**config.mk**
```make
export PLATFORM = sky130hd
export DESIGN_NAME = ecc_scrub_ctrl
export DESIGN_NICKNAME = d
export VERILOG_FILES = /design/src/rtl/ecc_pkg.sv /design/src/rtl/ecc_decoder.sv /design/src/rtl/ecc_encoder.sv /design/src/rtl/ecc_err_log.sv /design/src/rtl/ecc_scrub_ctrl.sv
export SDC_FILE = /design/constraint.sdc
export NUM_CORES = 1
export LEC_CHECK = 0
export ABC_CLOCK_PERIOD_IN_PS = 2520
export CAP_MARGIN = 10
export CORE_MARGIN = 5
export CORE_UTILIZATION = 35
export DETAILED_ROUTE_END_ITERATION = 10
export GPL_TIMING_DRIVEN = 0
export PLACE_DENSITY = 0.54
export SLEW_MARGIN = 10
export SYNTH_ARGS = -nofsm -noshare
export SYNTH_HDL_FRONTEND = slang
export SYNTH_SLANG_ARGS = --single-unit
```
**constraint.sdc**
```tcl
create_clock -name clk -period 2.52 [get_ports clk]
set_clock_uncertainty 0.05 [all_clocks]
set_input_delay 0.252 -clock clk [delete_from_list [all_inputs] [get_ports clk]]
set_output_delay 0.252 -clock clk [all_outputs]
set_load 0.03 [all_outputs]
```
**src/rtl/ecc_pkg.sv**
```systemverilog
// Shared types and helpers for the Hamming(12,8) ECC datapath.
// Codeword positions 1..12: parity at 1,2,4,8; data d0..d7 at 3,5,6,7,9,10,11,12.
package ecc_pkg;

  localparam int ECC_DATA_W = 8;
  localparam int ECC_PAR_W  = 4;

  typedef enum logic [2:0] {
    IDLE,
    WAIT,
    READ,
    RDATA,
    CHECK,
    WRITE,
    NEXT
  } scrub_state_t;

  function automatic logic [ECC_PAR_W-1:0] ecc_parity(
    input logic [ECC_DATA_W-1:0] d
  );
    logic [ECC_PAR_W-1:0] p;
    p[0] = d[0] ^ d[1] ^ d[3] ^ d[4] ^ d[6];
    p[1] = d[0] ^ d[2] ^ d[3] ^ d[5] ^ d[6];
    p[2] = d[1] ^ d[2] ^ d[3] ^ d[7];
    p[3] = d[4] ^ d[5] ^ d[6] ^ d[7];
    return p;
  endfunction

endpackage

```
**src/rtl/ecc_decoder.sv**
```systemverilog
// Hamming(12,8) single-error-correcting decoder.
// The syndrome is the codeword position of the flipped bit.
module ecc_decoder
  import ecc_pkg::*;
(
  input  logic [ECC_DATA_W-1:0] data,
  input  logic [ECC_PAR_W-1:0]  parity,
  output logic [ECC_DATA_W-1:0] corrected_data,
  output logic                  error_detected
);

  logic [ECC_PAR_W-1:0] syn;

  assign syn            = ecc_parity(data) ^ parity;
  assign error_detected = |syn;

  // Positions 1,2,4,8 and 13..15 leave the data untouched.
  always_comb begin
    corrected_data = data;
    case (syn)
      4'd3:    corrected_data[0] = ~data[0];
      4'd5:    corrected_data[1] = ~data[1];
      4'd6:    corrected_data[2] = ~data[2];
      4'd7:    corrected_data[3] = ~data[3];
      4'd9:    corrected_data[4] = ~data[4];
      4'd10:   corrected_data[5] = ~data[5];
      4'd11:   corrected_data[6] = ~data[6];
      4'd12:   corrected_data[7] = ~data[7];
      default: corrected_data = data;
    endcase
  end

endmodule

```
**src/rtl/ecc_encoder.sv**
```systemverilog
// Hamming(12,8) parity generator.
// Pure combinational; shares the parity equations with the decoder.
module ecc_encoder
  import ecc_pkg::*;
(
  input  logic [ECC_DATA_W-1:0] data,
  output logic [ECC_PAR_W-1:0]  parity
);

  assign parity = ecc_parity(data);

endmodule

```
**src/rtl/ecc_err_log.sv**
```systemverilog
// Scrub error log: saturating per-pass count, last error address, irq pulse.
module ecc_err_log #(
  parameter int ADDR_W = 8,
  parameter int CNT_W  = 8
) (
  input  logic              clk,
  input  logic              rst,
  input  logic              clr,
  input  logic              err,
  input  logic [ADDR_W-1:0] addr,
  output logic [CNT_W-1:0]  err_count,
  output logic [ADDR_W-1:0] last_err_addr,
  output logic              err_irq
);

  always_ff @(posedge clk) begin
    if (rst) begin
      err_count     <= '0;
      last_err_addr <= '0;
      err_irq       <= 1'b0;
    end else begin
      err_irq <= err;
      if (clr) begin
        err_count <= '0;
      end else if (err && (err_count != '1)) begin
        err_count <= err_count + CNT_W'(1);
      end
      if (err) begin
        last_err_addr <= addr;
      end
    end
  end

endmodule

```
**src/rtl/ecc_scrub_ctrl.sv**
```systemverilog
// Background ECC memory scrubber: read, check, optionally correct each word.
// Define ECC_SCRUB_WRITEBACK_EN to write corrected words back to memory.
module ecc_scrub_ctrl
  import ecc_pkg::*;
#(
  parameter int DEPTH      = 256,
  parameter int ADDR_W     = $clog2(DEPTH),
  parameter int INTERVAL_W = 16,
  parameter int ERR_CNT_W  = 8
) (
  input  logic                  clk,
  input  logic                  rst,
  input  logic                  start,
  input  logic [INTERVAL_W-1:0] interval,
  output logic                  busy,
  output logic                  done,
  output logic                  mem_req,
  output logic                  mem_we,
  output logic [ADDR_W-1:0]     mem_addr,
  output logic [ECC_DATA_W-1:0] mem_wdata,
  output logic [ECC_PAR_W-1:0]  mem_wparity,
  input  logic                  mem_gnt,
  input  logic                  mem_rvalid,
  input  logic [ECC_DATA_W-1:0] mem_rdata,
  input  logic [ECC_PAR_W-1:0]  mem_rparity,
  output logic [ERR_CNT_W-1:0]  err_count,
  output logic [ADDR_W-1:0]     last_err_addr,
  output logic                  err_irq
);

  localparam logic [ADDR_W-1:0] LAST = ADDR_W'(DEPTH - 1);

  scrub_state_t state, state_nx;

  logic [ADDR_W-1:0]     addr;
  logic [INTERVAL_W-1:0] ivl_q;
  logic [INTERVAL_W-1:0] wait_cnt;
  logic [ECC_DATA_W-1:0] rdata_q;
  logic [ECC_PAR_W-1:0]  rpar_q;
  logic [ECC_DATA_W-1:0] cor_data;
  logic                  err_det;
  logic                  clr;
  logic                  err_stb;
  logic                  last;

  assign last    = (addr == LAST);
  assign clr     = (state == IDLE) && start;
  assign err_stb = (state == CHECK) && err_det;

  ecc_decoder u_dec (
    .data           (rdata_q),
    .parity         (rpar_q),
    .corrected_data (cor_data),
    .error_detected (err_det)
  );

  always_comb begin
    state_nx = state;
    unique case (state)
      IDLE: begin
        if (start) begin
          state_nx = (interval != '0) ? WAIT : READ;
        end
      end
      WAIT: begin
        if (wait_cnt == INTERVAL_W'(1)) state_nx = READ;
      end
      READ: begin
        if (mem_gnt) state_nx = RDATA;
      end
      RDATA: begin
        if (mem_rvalid) state_nx = CHECK;
      end
      CHECK: begin
`ifdef ECC_SCRUB_WRITEBACK_EN
        state_nx = err_det ? WRITE : NEXT;
`else
        state_nx = NEXT;
`endif
      end
`ifdef ECC_SCRUB_WRITEBACK_EN
      WRITE: begin
        if (mem_gnt) state_nx = NEXT;
      end
`endif
      NEXT: begin
        if (last) begin
          state_nx = IDLE;
        end else begin
          state_nx = (ivl_q != '0) ? WAIT : READ;
        end
      end
      default: state_nx = IDLE;
    endcase
  end

  always_ff @(posedge clk) begin
    if (rst) begin
      state    <= IDLE;
      addr     <= '0;
      ivl_q    <= '0;
      wait_cnt <= '0;
      rdata_q  <= '0;
      rpar_q   <= '0;
    end else begin
      state <= state_nx;
      if (clr) begin
        addr     <= '0;
        ivl_q    <= interval;
        wait_cnt <= interval;
      end
      if (state == WAIT) begin
        wait_cnt <= wait_cnt - INTERVAL_W'(1);
      end
      if ((state == RDATA) && mem_rvalid) begin
        rdata_q <= mem_rdata;
        rpar_q  <= mem_rparity;
      end
      // Wrap to 0 after the last word so the next pass starts clean.
      if (state == NEXT) begin
        if (last) begin
          addr <= '0;
        end else begin
          addr     <= addr + ADDR_W'(1);
          wait_cnt <= ivl_q;
        end
      end
    end
  end

  assign busy     = (state != IDLE);
  assign done     = (state == NEXT) && last;
  assign mem_req  = (state == READ) || (state == WRITE);
  assign mem_addr = addr;

`ifdef ECC_SCRUB_WRITEBACK_EN
  logic [ECC_PAR_W-1:0]  enc_par;
  logic [ECC_DATA_W-1:0] wdata_q;
  logic [ECC_PAR_W-1:0]  wpar_q;

  ecc_encoder u_enc (
    .data   (cor_data),
    .parity (enc_par)
  );

  // Captured once in CHECK so the write bundle is frozen while stalled.
  always_ff @(posedge clk) begin
    if (rst) begin
      wdata_q <= '0;
      wpar_q  <= '0;
    end else if (err_stb) begin
      wdata_q <= cor_data;
      wpar_q  <= enc_par;
    end
  end

  assign mem_we      = (state == WRITE);
  assign mem_wdata   = wdata_q;
  assign mem_wparity = wpar_q;
`else
  logic unused_cor;
  assign unused_cor  = ^cor_data;
  assign mem_we      = 1'b0;
  assign mem_wdata   = '0;
  assign mem_wparity = '0;
`endif

  ecc_err_log #(
    .ADDR_W (ADDR_W),
    .CNT_W  (ERR_CNT_W)
  ) u_log (
    .clk           (clk),
    .rst           (rst),
    .clr           (clr),
    .err           (err_stb),
    .addr          (addr),
    .err_count     (err_count),
    .last_err_addr (last_err_addr),
    .err_irq       (err_irq)
  );

endmodule
```
Word level (Yosys, flattened, before mapping)
Index checks and enable logic that the tools add are counted.
W data, S select, Z words.
{"block": "totals", "reg_bits": 72, "latch_bits": 0, "ramBits": 0, "rom_bits": 0, "input_bits": 33, "out_inout_bits": 41, "word_cells": 69, "memories": 0}
{"block": "op_classes", "n_addsub": 3, "mul": 0, "div_mod_pow": 0, "order_cmp": 0, "eq_ne": 13, "shift": 0, "muxes": 15, "bitwise": 15, "reduce_logical": 14}
{"operator": "$mux W16", "count": 4}
{"operator": "$reduce_bool A16 Y1", "count": 2}
{"operator": "$mux W8", "count": 3}
{"operator": "$pmux W3 S6", "count": 1}
{"operator": "$add A8 B1 Y8 const B", "count": 2}
{"operator": "$eq A16 B1 Y1 const B", "count": 1}
{"operator": "$sub A16 B1 Y16 const B", "count": 1}
{"operator": "$xor A1 B1 Y1", "count": 14}
{"operator": "$mux W3", "count": 4}
{"operator": "$eq A3 B3 Y1 const B", "count": 3}
{"operator": "$eq A8 B8 Y1 const B", "count": 1}
{"operator": "$ne A2 B2 Y1 const B", "count": 4}
{"operator": "$ne A8 B8 Y1 const B", "count": 1}
{"operator": "$eq A3 B2 Y1 const B", "count": 2}
{"operator": "$mux W2", "count": 3}
{"operator": "$logic_and A1 B1 Y1", "count": 5}
{"operator": "$reduce_and A4 Y1", "count": 1}
{"operator": "$reduce_or A4 Y1", "count": 1}
{"operator": "$xor A4 B4 Y4", "count": 1}
{"operator": "$eq A3 B1 Y1 const B", "count": 1}
{"operator": "$logic_not A3 Y1", "count": 1}
{"operator": "$reduce_bool A3 Y1", "count": 1}
{"operator": "$reduce_bool A2 Y1", "count": 1}
{"operator": "$reduce_or A2 Y1", "count": 1}
{"operator": "$logic_or A1 B1 Y1", "count": 1}

Longest topological paths before layout
Gate-level depths: netlist of run 1.
{"block": "depth", "depth_word": 8, "depth_mapped": 8, "ltp_nobuf": 7}

Cells and area by module
A second synthesis of run 1 with hierarchy kept.
{"block": "hier_totals", "hier_cells": 485, "hier_area_um2": 3948.8}
{"mod": "ecc_scrub_ctrl", "instances": 1, "cells_per_inst": 375, "area_per_inst_um2": 2855.2, "seq_area_each_um2": 1101.1}
{"mod": "ecc_err_log", "instances": 1, "cells_per_inst": 77, "area_per_inst_um2": 726.9, "seq_area_each_um2": 340.3}
{"mod": "ecc_decoder", "instances": 1, "cells_per_inst": 33, "area_per_inst_um2": 366.6, "seq_area_each_um2": 0.0}

Worst setup path after synthesis of run 1
No wires, ideal clock.
{"block": "synth_path", "path_type": "reg-to-reg", "startpoint": "register addr[0] (netlist: mem_addr[0])", "endpoint": "register wait_cnt[6]", "setup_ps": 71, "t_arrival_ps": 1919, "t_required_ps": 2399, "setup_slack_ps": 481, "stages_incl_launch_ff": 7, "path_buffers": 1, "synth_period_minus_slack_ps": 2039, "path_cell_list": "dfxtp_1 > ha_1 > nand2_1 > o31ai_1 > buf_2 > o2111ai_1 > a21oi_1"}
{"block": "synth_between", "elab_chain_cells": 3}
{"element": "start, declared", "line_no": "ecc_scrub_ctrl.sv:35", "text": "logic [ADDR_W-1:0] addr;"}
{"element": "start signal, assigned", "line_no": "ecc_scrub_ctrl.sv:124", "text": "addr <= addr + ADDR_W'(1);"}
{"element": "$eq A8 B8 Y1", "line_no": "ecc_scrub_ctrl.sv:46", "text": "assign last = (addr == LAST);"}
{"element": "$mux W16", "line_no": "ecc_scrub_ctrl.sv:121", "text": "if (last) begin"}
{"element": "$mux W16", "line_no": "ecc_scrub_ctrl.sv:120", "text": "if (state == NEXT) begin"}
{"element": "end signal, assigned", "line_no": "ecc_scrub_ctrl.sv:110", "text": "wait_cnt <= interval;"}
{"element": "end signal, assigned", "line_no": "ecc_scrub_ctrl.sv:113", "text": "wait_cnt <= wait_cnt - INTERVAL_W'(1);"}
{"element": "end signal, assigned", "line_no": "ecc_scrub_ctrl.sv:125", "text": "wait_cnt <= ivl_q;"}
{"element": "end, declared", "line_no": "ecc_scrub_ctrl.sv:37", "text": "logic [INTERVAL_W-1:0] wait_cnt;"}
No other way between the ends.
A chain may end at the register's enable or synchronous reset.

Worst setup path after layout of run 1
{"block": "layout_path", "startpoint": "register state[0]", "endpoint": "output port mem_req"}
{"block": "layout_between", "elab_chain_cells": 2, "elab_cells_between_ends": 3, "cone_classes": "eq/ne: 2; reduce/logical: 1"}
{"element": "start, declared", "line_no": "ecc_scrub_ctrl.sv:33", "text": "scrub_state_t state, state_nx;"}
{"element": "start signal, assigned", "line_no": "ecc_scrub_ctrl.sv:106", "text": "state <= state_nx;"}
{"element": "$eq A3 B2 Y1 / $eq A3 B3 Y1 (equally long branches)", "line_no": "ecc_scrub_ctrl.sv:133", "text": "assign mem_req = (state == READ) || (state == WRITE);"}
{"element": "$logic_or A1 B1 Y1 *", "line_no": "ecc_scrub_ctrl.sv:133"}
{"element": "end, declared", "line_no": "ecc_scrub_ctrl.sv:17", "text": "output logic mem_req,"}
Mark *: on every way between the ends. The rest lies on a longest branch, timed or not.

==> impl_metrics.ini, run 1 <==
[worst_setup_path]
slowest_stage = clkdlybuf4s50_1
path_class = flip-flop to primary output
endpoint_kind = primary output
timing.critical_path.buf_inv = 2
critPathMaxFanout = 10
startpoint_type = flip-flop
cp.arrival_ps = 2060
crit_chain = clkbuf_1, nand3b_1, o21ai_0, clkdlybuf4s50_1
path_delay_family = buffers and inverters
critPathMaxStageDelay_ps = 720
cp.required_ps = 2220

[global_routing]
busiest_layer = met2
grt_pass1_vias = 3457
antenna_found_initial = 0
met1_usage_pct = 21.6
grt_pass1_wl_mm = 17.3
use_met3_pct = 3.66
grt_use_met2_pct = 27.9
grt_max_degree = 13
gr-total-overflow = 0
grt.total_usage_pct = 16.8

[yosys]
synth_cell_type_count = 58
ys.flop_type = dfxtp_1
synth_warnings = 0
yosysSeqAreaShare_pct = 38.3
synthArstFlopShare_pct = 0
synth_edf_count = 0
synth_area_um2 = 3760
synth_cells = 482
syn_area_per_cell_um2 = 7.80
yosys_register_bits = 72
ys_top_cells_by_area = dfxtp_1, nand2_1, a21oi_1
yosys.area.top_type = dfxtp_1
synth_top_area_share_pct = 38.3

[cells_and_area]
final_nets = 602
insertedDiodeCount = 0
mostFrequentLayoutCells = nand2_1, dfxtp_1, clkdlybuf4s50_1
drive_gt1_share_pct = 8.60
final_common_cell = nand2_1
area_growth_pct = 28.1
fin_cells = 706
final_util_pct = 46.2
n_fill_cell = 1042

[die]
die_h_um = 114
core_um2 = 10400
start_util_pct = 36.1
die_w_um = 114
io_pins = 74
die_area_um2 = 12900
row_count = 37

[power_and_ir_drop]
total_power_mw = 3.23
p_leak_nw = 1.72
power_density_nw_per_um2 = 670
ir_worst_vdd_mv = 0.289

[clocking]
cts_setup_buffers = 0
cts_buffer_depth = 2
clkTransAtPathRegs_ps = 80
cts.sinks = 72
root_buffer = clkbuf_8
cts_buffers = 9
cts_tree = done
htree_levels = 3
clk-insertion-delay-late_ps = 360

[placed_design]
place_ws_ps = 24.7
place_congestion = 0.866
io_buffers = 60
dp.cells = 690
hpwl_mm = 8.01

[timing]
hold_slack_ps = 391
setup_viol = 0
slew_violations = 0
hold_viol_final = 0
layout_setup_ws_ps = 159
grt_setup_unrepaired = no
slew_headroom_pct = 53.1
tightest_slew_ps = 699
fmax_ghz = 0.424
fin_crit_sh_pct = 93.7
layout_min_cycle_time_ps = 2360

[route]
wirelength_mm = 10.8
ant_nets = 0
vias = 3612
viasPerCell = 5.12
remaining_drc_errors = 0
drt_first_pass_iters = 6
wl_per_cell_um = 15.3
drt_iter0_markers = 190

[job]
cap_violations = 0

[status]
status = finished clean

[worst_hold_path]
hp-class = primary input to flip-flop
## registers in the layout, indices dropped and copies added, names as in the netlist
name	count
state	3
ivl_q	16
wait_cnt	16
u_log.err_irq	1
rdata_q	8
mem_addr	8
u_log.err_count	8
u_log.last_err_addr	8
rpar_q	4
## path summary, 6_finish.rpt
path | end | cells past startpoint | from | slack, ps
min reg2reg | u_log.last_err_addr[4] | 2 | u_log.last_err_addr[4] | 420
max reg2reg | wait_cnt[13] | 6 | wait_cnt[5] | 280
max | mem_req | 4 | state[0] | 160
min | rdata_q[1] | 3 | mem_rdata[1] | 390
## worst register-to-register path: stages (launching register included)
cell	delay, ps
dfxtp_1	370
nor4_2	540
and3_1	300
nand2_1	120
nor3_1	190
mux2_2	360
a311oi_1	230
## area by class of cell
cell class / count / area, um^2 / area share, %
clock buffers: 11 / 151 / 3.14
multi-input cells: 379 / 2140 / 44.5
flip-flops and latches: 72 / 1440 / 29.9
well taps: 136 / 170 / 3.53
inverters: 4 / 15.0 / 0.312
repair buffers: 60 / 603 / 12.5
clock inverters: 5 / 78.8 / 1.64
plain buffers: 39 / 214 / 4.44
## stage by stage
stage	TNS, ps	cell area [um^2]
floorplan	0	3800
global placement	-14.9	4580
detailed placement	0	4580
CTS	0	4810
global route	0	4810
finish	0	4810
## where the power goes
part	leakage, nW	internal, mW	switching [mW]	total [mW]
clock	0.119	0.610	0.452	1.06
combinational	1.02	0.335	0.504	0.839
sequential	0.586	1.23	0.0952	1.32
total	1.72	2.17	1.05	3.23
## Yosys cell counts (all sizes together), types with 5 or more instances
master,n
dfxtp,72
xnor2,10
nand4,10
o21ai,12
a21oi,58
nor3,13
nor4,10
nand3,14
or3,6
nand2,96
o211ai,6
buf,17
mux2i,9
nand2b,18
nor2,38
clkbuf,22
xor2,10
o2111ai,5
## routing by layer
metal  vias to the layer above  share of wire (%)
met1                      1676                 46
li1                       1837                  -
met3                        11                6.1
met2                        88                 47
met5                         -                  0
met4                         0                1.1
## what timing repair did
action                     CTS  global route
setup endpoints to repair    4             2
gates resized for setup      1             3
hold buffers                 0             0
## kinds of logic (layout without fill, tap and decap cells)
logic type                 after synthesis  after routing  synth area share [%]
muxes                                   10             10                  2.70
and+or+nand+nor                        223            223                  28.5
adders and majority gates                4              4                  1.33
other                                    1             13                0.0997
buffers and inverters                   43            119                  6.06
DFF                                     72             72                  38.3
AOI/OAI and AO/OA                      109            109                  18.3
xor gates and xnor gates                20             20                  4.66
(Power assumes the default switching activity.)
==> run 2: changes to the inputs <==
--- a/config.mk
+++ b/config.mk
@@ -12,7 +12,7 @@
 export DETAILED_ROUTE_END_ITERATION = 10
 export GPL_TIMING_DRIVEN = 0
 export PLACE_DENSITY = 0.54
-export SLEW_MARGIN = 10
+export SLEW_MARGIN = 0
 export SYNTH_ARGS = -nofsm -noshare
 export SYNTH_HDL_FRONTEND = slang
 export SYNTH_SLANG_ARGS = --single-unit
==> results of run 2 <==
Final layout, timing and power as in run 1 (identical DEF).
